==> config.mk <==
export PLATFORM = sky130hd
export DESIGN_NAME = btn_press_decoder
export DESIGN_NICKNAME = d
export VERILOG_FILES = /design/src/rtl/btn_press_decoder.sv
export SDC_FILE = /design/constraint.sdc
export NUM_CORES = 1
export LEC_CHECK = 0
export CAP_MARGIN = 20
export CORE_MARGIN = 4
export CORE_UTILIZATION = 51
export DETAILED_ROUTE_END_ITERATION = 8
export GPL_TIMING_DRIVEN = 0
export PLACE_DENSITY = 0.74
export SYNTH_ARGS = -nofsm -noshare
export SYNTH_HDL_FRONTEND = slang
export SYNTH_SLANG_ARGS = --single-unit
==> constraint.sdc <==
create_clock -name clk -period 1.74 [get_ports clk]
set_input_delay 0.348 -clock clk [delete_from_list [all_inputs] [get_ports clk]]
set_output_delay 0.348 -clock clk [all_outputs]
set_load 0.01 [all_outputs]
==> src/rtl/btn_press_decoder.sv <==
// Turns a debounced button level into press / click / long-press / repeat / release events.
// Optional auto-repeat while held is enabled by defining BTN_AUTOREPEAT_EN.
module btn_press_decoder #(
    parameter int unsigned LONG_CYCLES   = 2000,
    parameter int unsigned REPEAT_CYCLES = 200,
    parameter int unsigned CNT_W         = 12
) (
    input  logic clk,
    input  logic rst_n,
    input  logic btn_in,
    output logic press_pulse,
    output logic short_click,
    output logic long_press,
    output logic repeat_pulse,
    output logic release_pulse,
    output logic held
);

    localparam logic [CNT_W-1:0] LONG_LAST = CNT_W'(LONG_CYCLES - 2);

    typedef enum logic [1:0] {
        WAIT_LOW = 2'd0,
        IDLE     = 2'd1,
        PRESSED  = 2'd2,
        LONG     = 2'd3
    } state_t;

    state_t           state;
    logic [CNT_W-1:0] cnt;

    // Elaboration-time guard against illegal thresholds
    if (LONG_CYCLES < 2) begin : g_bad_long
        $error("btn_press_decoder: LONG_CYCLES must be >= 2");
    end
    if (REPEAT_CYCLES < 1) begin : g_bad_repeat
        $error("btn_press_decoder: REPEAT_CYCLES must be >= 1");
    end

`ifdef BTN_AUTOREPEAT_EN
    localparam logic [CNT_W-1:0] REPEAT_LAST = CNT_W'(REPEAT_CYCLES - 1);
`endif

    // Event FSM; release always wins over a threshold reached on the same edge
    always_ff @(posedge clk or negedge rst_n) begin
        if (!rst_n) begin
            state         <= WAIT_LOW;
            cnt           <= '0;
            press_pulse   <= 1'b0;
            short_click   <= 1'b0;
            long_press    <= 1'b0;
            repeat_pulse  <= 1'b0;
            release_pulse <= 1'b0;
            held          <= 1'b0;
        end else begin
            press_pulse   <= 1'b0;
            short_click   <= 1'b0;
            long_press    <= 1'b0;
            repeat_pulse  <= 1'b0;
            release_pulse <= 1'b0;
            case (state)
                WAIT_LOW: begin
                    // A button held through reset is swallowed until it goes low
                    if (!btn_in) begin
                        state <= IDLE;
                    end
                end
                IDLE: begin
                    if (btn_in) begin
                        state       <= PRESSED;
                        cnt         <= '0;
                        press_pulse <= 1'b1;
                        held        <= 1'b1;
                    end
                end
                PRESSED: begin
                    if (!btn_in) begin
                        state         <= IDLE;
                        short_click   <= 1'b1;
                        release_pulse <= 1'b1;
                        held          <= 1'b0;
                    end else if (cnt == LONG_LAST) begin
                        state      <= LONG;
                        cnt        <= '0;
                        long_press <= 1'b1;
                    end else begin
                        cnt <= cnt + CNT_W'(1);
                    end
                end
                LONG: begin
                    if (!btn_in) begin
                        state         <= IDLE;
                        release_pulse <= 1'b1;
                        held          <= 1'b0;
`ifdef BTN_AUTOREPEAT_EN
                    end else if (cnt == REPEAT_LAST) begin
                        cnt          <= '0;
                        repeat_pulse <= 1'b1;
                    end else begin
                        cnt <= cnt + CNT_W'(1);
                    end
`else
                    end else begin
                        cnt <= '0;
                    end
`endif
                end
                default: begin
                    state <= WAIT_LOW;
                    cnt   <= '0;
                end
            endcase
        end
    end

endmodule

==> results of run 1 <==
[state kept, by name, indices dropped and copies added, names as in the netlist]
| register | cells |
|---|---|
| state | 2 |
| long_press | 1 |
| held | 1 |
| cnt | 12 |
| short_click | 1 |
| release_pulse | 1 |
| press_pulse | 1 |
[cell families after synthesis]
| kind of cell | count (synthesis) | synth area share |
|---|---|---|
| mux | 1 | 0.00880 |
| other cells | 1 | 0.00330 |
| flops | 19 | 0.418 |
| compound gates | 28 | 0.180 |
| fa+ha+maj | 7 | 0.0770 |
| buf+inv | 9 | 0.0341 |
| simple gates | 49 | 0.255 |
| xor+xnor | 3 | 0.0231 |
[per-layer routing]
layer / part of all wire / global-route usage / vias up
met5: 0 / 0 / -
met1: 0.46 / 0.210 / 466
li1: - / - / 463
met3: 0.030 / 0.0233 / 4
met4: 0.0094 / 0.0625 / 0
met2: 0.50 / 0.270 / 24
[worst max-delay path, stage by stage, from the launching register on]
cell and delay (ns):
dfrtp_1 0.43, buf_4 0.16, ha_4 0.18, nor3_4 0.28, o21ai_4 0.12, or3_4 0.37, a21oi_2 0.12
[cells in the mapped netlist]
master	number
xor2_1	3
nor2b_1	1
a41oi_1	1
and2_1	2
ha_1	7
o2bb2ai_1	1
and3_1	4
conb_1	1
a41oi_4	1
nor3_4	1
o21ai_4	1
nor4b_4	1
o211ai_1	4
mux2i_1	1
and4_1	4
nor3_1	2
nand3b_1	2
nand4_1	2
nor2_2	1
nand3_1	5
or2_1	1
nor2_1	11
a21o_1	1
inv_1	6
o22a_1	1
buf_4	1
nand2_1	8
buf_2	1
o21ai_1	3
dfrtp_1	19
clkbuf_1	1
or3_1	3
nor4_1	1
a21oi_1	5
a31oi_1	6
o21ai_0	4
[cell type report]
type                       count  area, sq um
tap                           27         33.8
fill                         160          619
timing repair buffer          16          149
multi-input combinational     89          697
inverter                       6         22.5
clock buffer                   4         26.3
sequential                    19          478
buffer                         3         16.3
[worst max path at each step]
stage / cells past startpoint / start / endpoint
2_1_floorplan: 6 / state[0] / cnt[5]
3_3_place_gp: 5 / btn_in / cnt[8]
3_5_place_dp: 5 / btn_in / cnt[8]
4_1_cts: 7 / cnt[0] / cnt[4]
5_1_grt: 6 / cnt[0] / state[0]
6_report: 6 / state[1] / cnt[5]
[cells in the final DEF (no fill, tap or decap), types with 4 or more instances in the layout]
| cell | count |
|---|---|
| o211ai_1 | 4 |
| clkdlybuf4s50_1 | 7 |
| dfrtp_1 | 17 |
| nand3_1 | 5 |
| ha_1 | 4 |
| a31oi_1 | 5 |
| and4_1 | 4 |
| inv_2 | 4 |
| o21ai_1 | 4 |
| nand2_1 | 8 |
| buf_4 | 7 |
| and3_1 | 4 |
| nor2_1 | 9 |
[power breakdown]
| group | total, mW | switching, mW | leakage [nW] | internal, mW |
|---|---|---|---|---|
| Sequential | 0.637 | 0.104 | 0.250 | 0.534 |
| Clock | 0.226 | 0.136 | 0.0150 | 0.0892 |
| Combinational | 1.22 | 0.632 | 0.341 | 0.590 |
[per-stage QoR]
stage | util | hold slack [ns] | TNS [ns] | setup WS (ns) | instances
after floorplan | - | 0.0524 | 0 | 0.0871 | 117
after global placement | 0.608 | 0.482 | -0.929 | -0.146 | 151
after detailed placement | 0.608 | 0.476 | -1.52 | -0.217 | 151
after CTS | 0.637 | 0.491 | 0 | 0.00438 | 158
after global routing | 0.697 | 0.521 | -0.207 | -0.0890 | 164
final | 0.697 | 0.484 | 0 | 0.0130 | 164
[repair_timing]
action | CTS | global route
buffers inserted | 3 | 6
endpoints found under the setup margin | 10 | 11
resized for setup | 3 | 22
pin swaps | 1 | 6
==> results by group, run 1 <==
Min path
  • Hold path depth: 1
  • Hold Path End: cnt[9]
  • Hold Crit Class: reg -> reg
  • Hold Startpoint: cnt[9]

Yosys
  • Post-synth top area share: 0.418
  • Synthesized cell area: 1140 sq um
  • Synthesized Nets: 127
  • Flops & latches, synth: 19
  • Top cells by area, synth: dfrtp_1 (42%), ha_1 (7.7%), nor2_1 (3.6%)
  • Post-Syn Area per Cell: 9.72 sq um
  • Synth area leader: dfrtp_1
  • Post-synthesis sequential area ratio: 0.418
  • Synthesized instance count: 117
  • Yosys cell types: 36
  • Syn. warnings: 0

Drt
  • Antenna viol nets, final: 0
  • DR vias/cell: 5.84
  • Drt first pass iters: 4
  • Via Count: 957
  • 1st-iter DRT viols: 10
  • Wirelength, routed: 2460 um
  • DRC viols: 0
  • Drt wl/cell: 15.0 um

Worst setup path
  • CP startpoint kind: flop
  • WS Path Type: reg -> reg
  • Reg-to-reg startpoint: state[1]
  • Worst endpoint data arrival time: 1.96 ns
  • Crit-path max FO: 7
  • R2r endpoint: cnt[5]
  • CP required: 1.97 ns
  • CP Capture Type: flop
  • Worst Reg2Reg Path Length in Cells: 6
  • R2R Setup Slk: 0.01 ns

Power and ir drop
  • Tot Pwr: 2.08 mW
  • PwrDens: 1470 nW/um^2
  • Worst VDD drop: 0.00115 V
  • Leak: 0.606 nW

Die
  • Core area: 2040 sq um
  • Starting Density: 0.557
  • FP Rows: 16
  • Io pins: 9
  • Die footprint: 3050 sq um
  • Die Width: 55.2 um
  • DIE HEIGHT: 55.2 um

Clock network
  • Clk root buf: clkbuf_4
  • Max Root-Sink Buffers: 2
  • Clk slew on worst S/H paths: 0.11 ns
  • # hold bufs at CTS: 0
  • CTS Sinks: 19
  • CTS tree: done
  • H-tree depth: 1
  • Worst skew pair latency: 0.30 ns
  • TritonCTS Buffers: 3

Global routing
  • Total gr overflow: 0
  • First-pass GRT wire length: 4060 um
  • Vias in the first global route: 884
  • Initial antenna violation count: 0
  • Total GRT Usage: 0.162
  • Largest net degree at the start of global routing: 20

Timing
  • Relative slew margins: 0.436
  • RSZ-0062 raised after global routing: yes
  • Final Cycle Share: 0.993
  • Final min period: 1.73 ns
  • Final setup viols: 0
  • Max Clk Rate: 579 MHz
  • Final Hold Viols: 0
  • Least-Margin Pin Slew: 0.843 ns
  • Clock Skew: 0.00939 ns
  • Max-slew violations: 0

Finish
  • # diodes: 0
  • Design Area, Final: 1420 sq um
  • Layout cell share with drive strength beyond 1: 0.255
  • Syn-to-layout area delta: 25.1%
  • Nets: 148

Job
  • Max_cap viols: 0

Placed design
  • Final GP Congestion: 0.751
  • # port buffers: 7
  • Post-DP Area: 1240 sq um
  • DP HPWL: 1610 um

Outcome
  • Status: finished clean
(Power assumes the default switching activity.)
==> inputs of run 2 (changes only) <==
--- a/config.mk
+++ b/config.mk
@@ -9,8 +9,9 @@
 export CORE_MARGIN = 4
 export CORE_UTILIZATION = 51
 export DETAILED_ROUTE_END_ITERATION = 8
-export GPL_TIMING_DRIVEN = 0
+export GPL_TIMING_DRIVEN = 1
 export PLACE_DENSITY = 0.74
+export SKIP_CTS_REPAIR_TIMING = 1
 export SYNTH_ARGS = -nofsm -noshare
 export SYNTH_HDL_FRONTEND = slang
 export SYNTH_SLANG_ARGS = --single-unit
==> run 2 against run 1 <==
Net effect: first-iteration DRC count increased by 70%; non-clock buffer count increased by 1; combinational power decreased by 6%; clock skew increased by 0.0028 ns; worst hold slack got worse by 0.14 ns; register-to-register slack about the same; maximum frequency decreased by 0.25%; sequential share of layout area increased by 1.1 points; count of clock-buffer cells in the layout decreased by 1; highest routed layer unchanged.
==> results by group, run 2 (synthesis results as in run 1) <==
Power and ir drop
  • Leak: 0.605 nW (about the same)
  • Tot Pwr: 2.00 mW (-4.2%)
  • PwrDens: 1450 nW/um^2 (-1.2%)
  • Worst VDD drop: 0.00114 V (-0.68%)

Worst setup path
  • WS Path Type: reg -> reg
  • CP startpoint kind: flop
  • CP Capture Type: flop
  • Bufs and invs on worst path: 1 (unchanged)
  • Crit-path max FO: 8 (+1)
  • Worst path max stage delay: 0.44 ns (about the same)
  • CP required: 1.99 ns (+0.02 ns)
  • Worst path cell trace: ha_2 -> buf_4 -> nor3_4 -> o21ai_4 -> or3_1 -> a21oi_1
  • CP top delay family: simple AND/OR/NAND/NOR gates
  • Slowest cell on crit path: dfrtp_1
  • Worst endpoint data arrival time: 1.98 ns (+0.02 ns)

Finish
  • Syn-to-layout area delta: 21.2%
  • Final core occ: 0.675 (-0.0214)
  • Layout cell share with drive strength beyond 1: 0.209 (-0.0468)
  • Design Area, Final: 1380 sq um (-3.1%)
  • Multi-input logic area: 647 sq um (-7.2%)
  • Largest Register: cnt
  • Nets: 150 (+1.4%)
  • # diodes: 0 (unchanged)
  • Reg area: 478 sq um (unchanged)
  • Fillers: 175 (+9.4%)
  • Number of flip-flops in the largest register: 12 (unchanged)
  • Top flop regs: cnt: 12 flops, state: 2 flops
  • Fin cells: 166 (+1.2%)
  • Commonest non-fill, non-tap cell in the layout: dfrtp_1
  • Most frequent cells in the layout: dfrtp_1 (17), buf_4 (13), nor2_1 (10)

Die
  • Die Width: 55.2 um (unchanged)
  • Io pins: 9 (unchanged)
  • Die footprint: 3050 sq um (unchanged)
  • Core area: 2040 sq um (unchanged)
  • FP Rows: 16 (unchanged)
  • DIE HEIGHT: 55.2 um (unchanged)
  • Starting Density: 0.557 (unchanged)

Clock network
  • H-tree depth: 1 (unchanged)
  • Clk slew on worst S/H paths: 0.13 ns (+0.02 ns)
  • CTS Sinks: 19 (unchanged)
  • Max Root-Sink Buffers: 2 (unchanged)
  • Worst skew pair latency: 0.31 ns (about the same)
  • Clk root buf: clkbuf_4
  • TritonCTS Buffers: 3 (unchanged)
  • CTS tree: done

Timing
  • Setup TNS: 0 ns (unchanged)
  • Max Clk Rate: 578 MHz (-0.25%)
  • Final min period: 1.73 ns (+0.00431 ns)
  • Final Hold Viols: 0 (unchanged)
  • Final setup viols: 0 (unchanged)
  • RSZ-0062 raised after global routing: yes
  • Clock Skew: 0.0122 ns (+0.00279 ns)
  • Min Hold Slack: 0.347 ns (-0.137 ns)
  • Final Cycle Share: 0.995 (+0.00248)
  • Max-slew violations: 0 (unchanged)
  • Final worst slack: 0.00869 ns (-0.00431 ns)

Placed design
  • # port buffers: 7 (unchanged)
  • Post-DP Area: 1290 sq um (+4.1%)
  • DP HPWL: 1840 um (+14%)
  • Placed cell count: 157 (+4.0%)
  • Final GP Congestion: 0.783 (+4.3%)
  • DP Worst Slack: 0.0180 ns (+0.235 ns)

Min path
  • Hold Crit Class: in -> async

Drt
  • Routed met2 length: 1330 um (+8.5%)
  • Max layer used: met4
  • Via Count: 986 (+3.0%)
  • Met1 wire length: 1170 um (+2.6%)
  • Drt first pass iters: 4 (unchanged)
  • Antenna viol nets, final: 0 (unchanged)
  • DRC viols: 0 (unchanged)
  • Routed wl met3: 121 um (+66%)
  • 1st-iter DRT viols: 17 (+7)
  • DR vias/cell: 5.94 (+1.8%)
  • Wirelength, routed: 2650 um (+7.6%)
  • Drt wl/cell: 15.9 um (+6.3%)

Global routing
  • Largest net degree at the start of global routing: 20 (unchanged)
  • First-pass GRT wire length: 4280 um (+5.3%)
  • Vias in the first global route: 945 (+6.9%)
  • Total gr overflow: 0 (unchanged)
  • Total GRT Usage: 0.173 (+0.0116)
  • Initial antenna violation count: 0 (unchanged)

Outcome
  • Status: finished clean

Job
  • Max_cap viols: 0 (unchanged)
==> run 2: cell types whose count changed in the layout (fill, tap and decap cells not counted), sizes merged <==
cell / change
clkinvlp: +1
a41oi: +1
buf: +2
clkbuf: -2
==> run 2: where the power goes <==
group          internal, mW  leakage [nW]  total, mW  switching (mW)
sequential            0.531         0.249      0.603          0.0721
clock                0.0878        0.0139      0.241           0.154
combinational         0.533         0.343       1.15           0.619
total                  1.15         0.605       2.00           0.845
==> run 2: per-layer routing <==
| layer | GRT usage | vias to the layer above |
|---|---|---|
| li1 | - | 474 |
| met1 | 0.230 | 481 |
| met2 | 0.274 | 27 |
| met3 | 0.0396 | 4 |
| met4 | 0.0660 | 0 |
| met5 | 0 | - |
==> run 2: worst register-to-register path, cell delays in order (launching register included) <==
cell     delay, ns
dfrtp_1       0.44
ha_2          0.22
buf_4         0.15
nor3_4        0.22
o21ai_4       0.13
or3_1         0.36
a21oi_1       0.16
==> run 2: cell type report <==
class                   count  area share
multi-input cells          90       0.469
flip-flops and latches     19       0.347
repair buffers             20       0.122
well taps                  27      0.0245
clock buffers               3      0.0163
inverters                   6      0.0163
clock inverters             1     0.00544
==> run 2: final timing paths <==
kind                           from  endpoint  slack [ns]  cells past startpoint
setup / recovery           state[0]    cnt[7]       0.009                      6
hold / removal                rst_n    cnt[1]        0.35                      2
setup reg to reg           state[0]    cnt[7]       0.009                      6
hold reg to reg              cnt[9]    cnt[9]        0.51                      1
max in group asynchronous     rst_n    cnt[4]        1.17                      2
min in group clk             cnt[9]    cnt[9]        0.51                      1
